**src/rtl/mem_port_arbiter.sv**
```systemverilog
// mem_port_arbiter: shares one memory port between fetch and data with fixed data priority, wait timeout and stalls
module mem_port_arbiter #(
  parameter int AW = 32,
  parameter int DW = 32,
  parameter int MAX_WAIT = 15
) (
  input  logic          clk,
  input  logic          reset,
  input  logic          if_req,
  input  logic [AW-1:0] if_addr,
  output logic [DW-1:0] if_rdata,
  output logic          if_valid,
  output logic          if_stall,
  input  logic          d_req,
  input  logic          d_we,
  input  logic [AW-1:0] d_addr,
  input  logic [DW-1:0] d_wdata,
  output logic [DW-1:0] d_rdata,
  output logic          d_valid,
  output logic          d_stall,
  output logic          mem_req,
  output logic          mem_we,
  output logic [AW-1:0] mem_addr,
  output logic [DW-1:0] mem_wdata,
  input  logic          mem_ack,
  input  logic [DW-1:0] mem_rdata,
  output logic          timeout_err
);
  typedef enum logic [1:0] {IDLE, DATA, FETCH} state_t;
  localparam int CW = $clog2(MAX_WAIT + 1);
  state_t state, state_n;
  logic [CW-1:0] cnt;
  logic grant_d, grant_i, abort, fin;
  assign if_stall = if_req & ~if_valid;
  assign d_stall = d_req & ~d_valid;
  always_comb begin
    grant_d = state == IDLE && !if_valid && !d_valid && d_req;
    grant_i = state == IDLE && !if_valid && !d_valid && !d_req && if_req;
    abort = state != IDLE && !mem_ack && cnt == CW'(MAX_WAIT - 1);
    fin = state != IDLE && (mem_ack || abort);
    state_n = grant_d ? DATA : grant_i ? FETCH : fin ? IDLE : state;
  end
  always_ff @(posedge clk) begin
    if (reset) begin
      state <= IDLE;
      cnt <= '0;
      mem_req <= 1'b0;
      mem_we <= 1'b0;
      mem_addr <= '0;
      mem_wdata <= '0;
      if_valid <= 1'b0;
      d_valid <= 1'b0;
      if_rdata <= '0;
      d_rdata <= '0;
      timeout_err <= 1'b0;
    end else begin
      state <= state_n;
      cnt <= (state == IDLE) ? '0 : cnt + 1'b1;
      mem_req <= grant_d | grant_i | (mem_req & ~fin);
      if_valid <= fin && state == FETCH;
      d_valid <= fin && state == DATA;
      if (grant_d) begin
        mem_we <= d_we;
        mem_addr <= d_addr;
        mem_wdata <= d_wdata;
      end
      if (grant_i) begin
        mem_we <= 1'b0;
        mem_addr <= if_addr;
      end
      if (fin && state == FETCH) if_rdata <= mem_ack ? mem_rdata : '0;
      if (fin && state == DATA) d_rdata <= mem_ack ? mem_rdata : '0;
      if (abort) timeout_err <= 1'b1;
    end
  end
endmodule

```
**config.mk**
```make
export PLATFORM = sky130hd
export DESIGN_NAME = mem_port_arbiter
export DESIGN_NICKNAME = d
export VERILOG_FILES = /design/src/rtl/mem_port_arbiter.sv
export SDC_FILE = /design/constraint.sdc
export NUM_CORES = 1
export LEC_CHECK = 0
export CAP_MARGIN = 20
export CORE_UTILIZATION = 40
export DETAILED_ROUTE_END_ITERATION = 7
export GPL_ROUTABILITY_DRIVEN = 1
export GPL_TIMING_DRIVEN = 0
export PLACE_DENSITY = 0.88
export SYNTH_ARGS = -nofsm -noshare
export SYNTH_HDL_FRONTEND = slang
export SYNTH_SLANG_ARGS = --single-unit
```
**constraint.sdc**
```tcl
create_clock -name clk -period 2.2 [get_ports clk]
set_input_delay 0.66 -clock clk [delete_from_list [all_inputs] [get_ports clk]]
set_output_delay 0.66 -clock clk [all_outputs]
set_load 0.01 [all_outputs]
```
# --- Word level (Yosys, flattened, before mapping) ---
# Cells that the tools add are included.
word_totals:
  reg_bits: 139
  word_cells: 53
classes:
  addsub: 1
  eq_ne: 3
  mux: 6
  bitwise_logic: 8
  n_reduce_logical: 23
ops:
  columns: ["operator", "n"]
  rows:
  - ["$mux 32", 3]
  - ["$logic_and 1x1->1", 10]
  - ["$reduce_bool 2->1", 3]
  - ["$reduce_or 2->1", 3]
  - ["$add 4x1->4 const B", 1]
  - ["$eq 4x4->1 const B", 1]
  - ["$logic_not 1->1", 4]
  - ["$mux 2", 2]
  - ["$and 1x1->1", 3]
  - ["$not 1->1", 3]
  - ["$reduce_bool 3->1", 1]
  - ["$eq 2x1->1 const B", 1]
  - ["$eq 2x2->1 const B", 1]
  - ["$logic_not 2->1", 1]
  - ["$or 1x1->1", 2]
  - ["$logic_or 1x1->1", 1]
  - ["$mux 1", 1]

# --- Logic depth before layout (Yosys ltp) ---
depth:
  word_depth: 8
  mapped_depth: 7
  depth_no_buf: 5

# --- Worst setup path after synthesis ---
# No wires, ideal clock.
synth_timing:
  path_kind: "in2out"
  startpoint: "in d_req"
  endpoint: "out d_stall"
  arrival_time_ns: 1.302
  slack_ns: 0.238
  stages: 4
  path_buffers: 2
  path_cell_list: "clkbuf_1 > inv_1 > clkbuf_1 > nor2_1"
synth_between:
  elab_chain_len: 1
synth_rtl:
  columns: ["item", "line_no", "text"]
  rows:
  - ["start: declaration", "14", "input logic d_req,"]
  - ["$and 1x1->1", "35", "assign d_stall = d_req & ~d_valid;"]
  - ["end: declaration", "20", "output logic d_stall,"]
# No other way between the ends.

# --- Final worst setup path ---
layout_timing:
  startpoint: "reg d_valid"
  endpoint: "out d_valid"
layout_rtl:
  columns: ["item", "line_no", "text"]
  rows:
  - ["start: declaration", "19", "output logic d_valid,"]
  - ["start signal: assignment", "52", "d_valid <= 1'b0;"]
  - ["start signal: assignment", "61", "d_valid <= fin && state == DATA;"]
# No word-level cell between the ends.

==> flow_summary.yaml <==
setup_path:
  cpPeakStageDelay_ps: 600
  critical_path.cell_chain: "clkdlybuf4s50_1"
  timing_worst_setup_path_type: "reg2out"
  critPathTopFamily: "buffers and inverters"
  worstSetupEndpointType: "output port"
  timing.critical_path.fanout_max: 4
  critPathBufInv: 1
  worstPathArrival_ps: 1460
  worst_setup_path_start_kind: "flip-flop"
  worst_ep_required_time_ps: 1540
  critPathSlowestCell: "sky130_fd_sc_hd__clkdlybuf4s50_1"
synthesis:
  yosysUniqueCellTypes: 31
  syn_inst: 604
  ys_seq_elements: 139
  share_of_yosys_cell_area_claimed_by_the_top_area_cell_type: 0.5151
  synthTopCellsByArea: "sky130_fd_sc_hd__dfxtp_1 (52%), sky130_fd_sc_hd__a21oi_1 (9.1%), sky130_fd_sc_hd__nand3_1 (9.1%)"
  syn_area_per_cell_sq_um: 8.945
  synth-edff-count: 0
  synth_ff_type: "sky130_fd_sc_hd__dfxtp_1"
  post-synth-top-count-cell: "sky130_fd_sc_hd__dfxtp_1"
  yosysWarnings: 0
  syn_nets: 740
  synthesis.area_sq_mm: 0.005403
  async_flop_share: 0
  yosys.area.top_type: "sky130_fd_sc_hd__dfxtp_1"
  synth.yosys.seq_area_share: 0.5151
  netlist_top_cells_count: "sky130_fd_sc_hd__dfxtp_1 (139), sky130_fd_sc_hd__a21oi_1 (98), sky130_fd_sc_hd__nand3_1 (98), sky130_fd_sc_hd__o21ai_0 (98), sky130_fd_sc_hd__clkbuf_1 (63)"
drt:
  detailroute.via_count: 5994
  drt-initial-drc-count: 469
  wl_per_cell_um: 18.20
  remaining_drc_errors: 0
  drt-vias-per-instance: 5.565
  drt.antenna.violating_nets: 0
  drt_wl_total_mm: 19.61
  first_pass_detailed_route_iteration_total: 5
clocking:
  cts.path.max_buffers: 2
  clock-sinks: 139
  cts.hold.buffers_added: 0
  clk_pin_slew_worst_paths_ps: 60
  cts_htree_levels: 4
  tritoncts: "built"
  clock_latency_on_the_worst_skew_pair_ps: 410
  clock-root-buffer: "sky130_fd_sc_hd__clkbuf_16"
  cts_buffers: 17
floorplanning:
  effective_utilization_at_floorplan: 0.4096
  placement_rows: 42
  placeableCoreArea_sq_mm: 0.01319
  die_width_um: 118.2
  die-area_sq_mm: 0.01398
  io-pin-count: 269
  die_height_um: 118.2
placement:
  place.gp.congestion: 0.8429
  dp_hpwl_mm: 14.24
  numPortBuffers: 265
timing:
  whs_ps: 459.8
  unrepaired_setup_endpoints_after_global_routing: "no"
  report.final.setup_viol: 0
  worst_pin_slew_ps: 667.6
  min_period_over_period: 0.9634
  worst_slew_margin_rel: 0.5550
  report.final.slew_viol_count: 0
  clock_skew_ps: 6.682
  fmax_mhz: 471.8
  final_hold_viol_count: 0
  final.min_clock_period_ps: 2119
min_path:
  hold_path_class: "reg2reg"
cells_and_area:
  diodes: 0
  finish.net_count: 1024
  seqCellArea_sq_mm: 0.002784
  n_fill_cell: 1083
  area_delta_synth_final_pct: 64.50
  fraction_of_final_layout_cells_sized_beyond_drive_strength_1: 0.06215
  utilization: 0.6738
  multi_input_logic_area_sq_mm: 0.002300
power_and_ir_drop:
  switching_share: 0.2540
  switchingPower_w: 0.001772
  share_of_total_power_in_sequential_cells: 0.397
  power.density_mw_per_mm2: 784.8
  power_frac_comb: 0.186
  design_internal_power_w: 0.005203
  p_clk_frac: 0.417
  leakagePower_nw: 3.037
  peakVddDrop_v: 0.0004524
global_routing:
  grt_remaining_overflow: 0
  vias_in_the_first_global_route: 5687
  gr-usage-all-layers: 0.2761
  grt_antenna_before_repair: 0
  first_pass_grt_wire_length_mm: 30.23
  maximum_number_of_pins_on_one_net_before_global_route_repair: 17
outcome:
  run_status: "completed"
run:
  cap_viol_max_count: 0
-- layer usage --
| layer | up-vias | global-route usage | wire, um | share of wire |
|---|---|---|---|---|
| met5 | - | 0 | 0 | 0 |
| met3 | 57 | 0.06178 | 1361 | 0.069 |
| li1 | 2783 | - | - | - |
| met1 | 2869 | 0.3455 | 8006 | 0.41 |
| met2 | 285 | 0.4471 | 9510 | 0.49 |
| met4 | 0 | 0.1370 | 726 | 0.037 |
-- through the flow --
| stage | total power (W) | setup WS, ps | cells | setup TNS (ps) | cell area (sq um) |
|---|---|---|---|---|---|
| 5_1_grt | 0.007215 | 7.506 | 1077 | 0 | 8887 |
| 3_5_place_dp | 0.004094 | -563.9 | 1045 | -12320 | 8275 |
| 6_report | 0.006975 | 80.58 | 1077 | 0 | 8887 |
| 3_3_place_gp | 0.004070 | -546.3 | 1045 | -7998 | 8275 |
| 4_1_cts | 0.006979 | 35.60 | 1077 | 0 | 8884 |
| 2_1_floorplan | 0.003360 | 238.0 | 604 | 0 | 5403 |
-- placed cells by master (no fill, tap or decap), types with 2 or more instances in the layout --
cell                              instances
sky130_fd_sc_hd__buf_6                    5
sky130_fd_sc_hd__a21oi_1                 98
sky130_fd_sc_hd__dlygate4sd2_1            2
sky130_fd_sc_hd__a22oi_1                 34
sky130_fd_sc_hd__clkdlybuf4s50_1        262
sky130_fd_sc_hd__clkbuf_1                62
sky130_fd_sc_hd__clkbuf_16               17
sky130_fd_sc_hd__nand2b_1                 2
sky130_fd_sc_hd__inv_1                    2
sky130_fd_sc_hd__nor3_1                   2
sky130_fd_sc_hd__nor2_1                   9
sky130_fd_sc_hd__ha_1                     2
sky130_fd_sc_hd__clkbuf_2                 3
sky130_fd_sc_hd__buf_4                    2
sky130_fd_sc_hd__nand3_1                 98
sky130_fd_sc_hd__clkbuf_8                 3
sky130_fd_sc_hd__nor2b_1                  3
sky130_fd_sc_hd__dfxtp_1                138
sky130_fd_sc_hd__clkinv_2                 5
sky130_fd_sc_hd__bufinv_16                3
sky130_fd_sc_hd__o2bb2ai_1               22
sky130_fd_sc_hd__o2bb2ai_2               10
sky130_fd_sc_hd__o21ai_0                 98
-- path summary, 6_finish.rpt --
kind,start,endpoint,slack [ps],depth (start not counted)
min,cnt[0],cnt[0],460,1
max reg2reg,cnt[0],if_rdata[14],220,7
min reg2reg,cnt[0],cnt[0],460,1
max,d_valid,d_valid,80,1
-- power by group through the flow --
stage	logic, W	registers (W)	clock network (W)
global route	0.00138	0.00278	0.00305
CTS	0.00129	0.00277	0.00292
finish	0.00130	0.00277	0.00291
detailed placement	0.00128	0.00282	0
floorplan	0.000480	0.00288	0
global placement	0.00126	0.00281	0
-- final cells by class --
class / count / share of cell area
sequential: 139 / 0.3132
multi-input combinational: 391 / 0.2588
clock buffer: 24 / 0.05420
timing repair buffer: 266 / 0.2992
buffer: 70 / 0.03520
inverter: 3 / 0.001689
tap: 176 / 0.02478
clock inverter: 8 / 0.01295
-- state kept, by name (all words and copies together), names as in the netlist --
name / flops
cnt: 4
d_rdata: 32
d_valid: 1
if_rdata: 32
if_valid: 1
mem_addr: 32
mem_req: 1
mem_wdata: 32
mem_we: 1
state: 2
timeout_err: 1
-- what timing repair did --
item	CTS	global route
setup endpoints to repair	7	6
resized for setup	9	5
setup buffers	1	0
-- kinds of logic (layout without fill, tap and decap cells) --
family / after synthesis / count (layout) / share of synthesized area
AND/OR/NAND/NOR: 119 / 119 / 0.1149
buffers and inverters: 74 / 371 / 0.05929
XOR/XNOR: 2 / 2 / 0.003243
AO/OA/AOI/OAI: 268 / 268 / 0.3029
flip-flops: 139 / 139 / 0.5151
adder cells (fa/ha/maj): 2 / 2 / 0.004631
(Power assumes the default switching activity.)
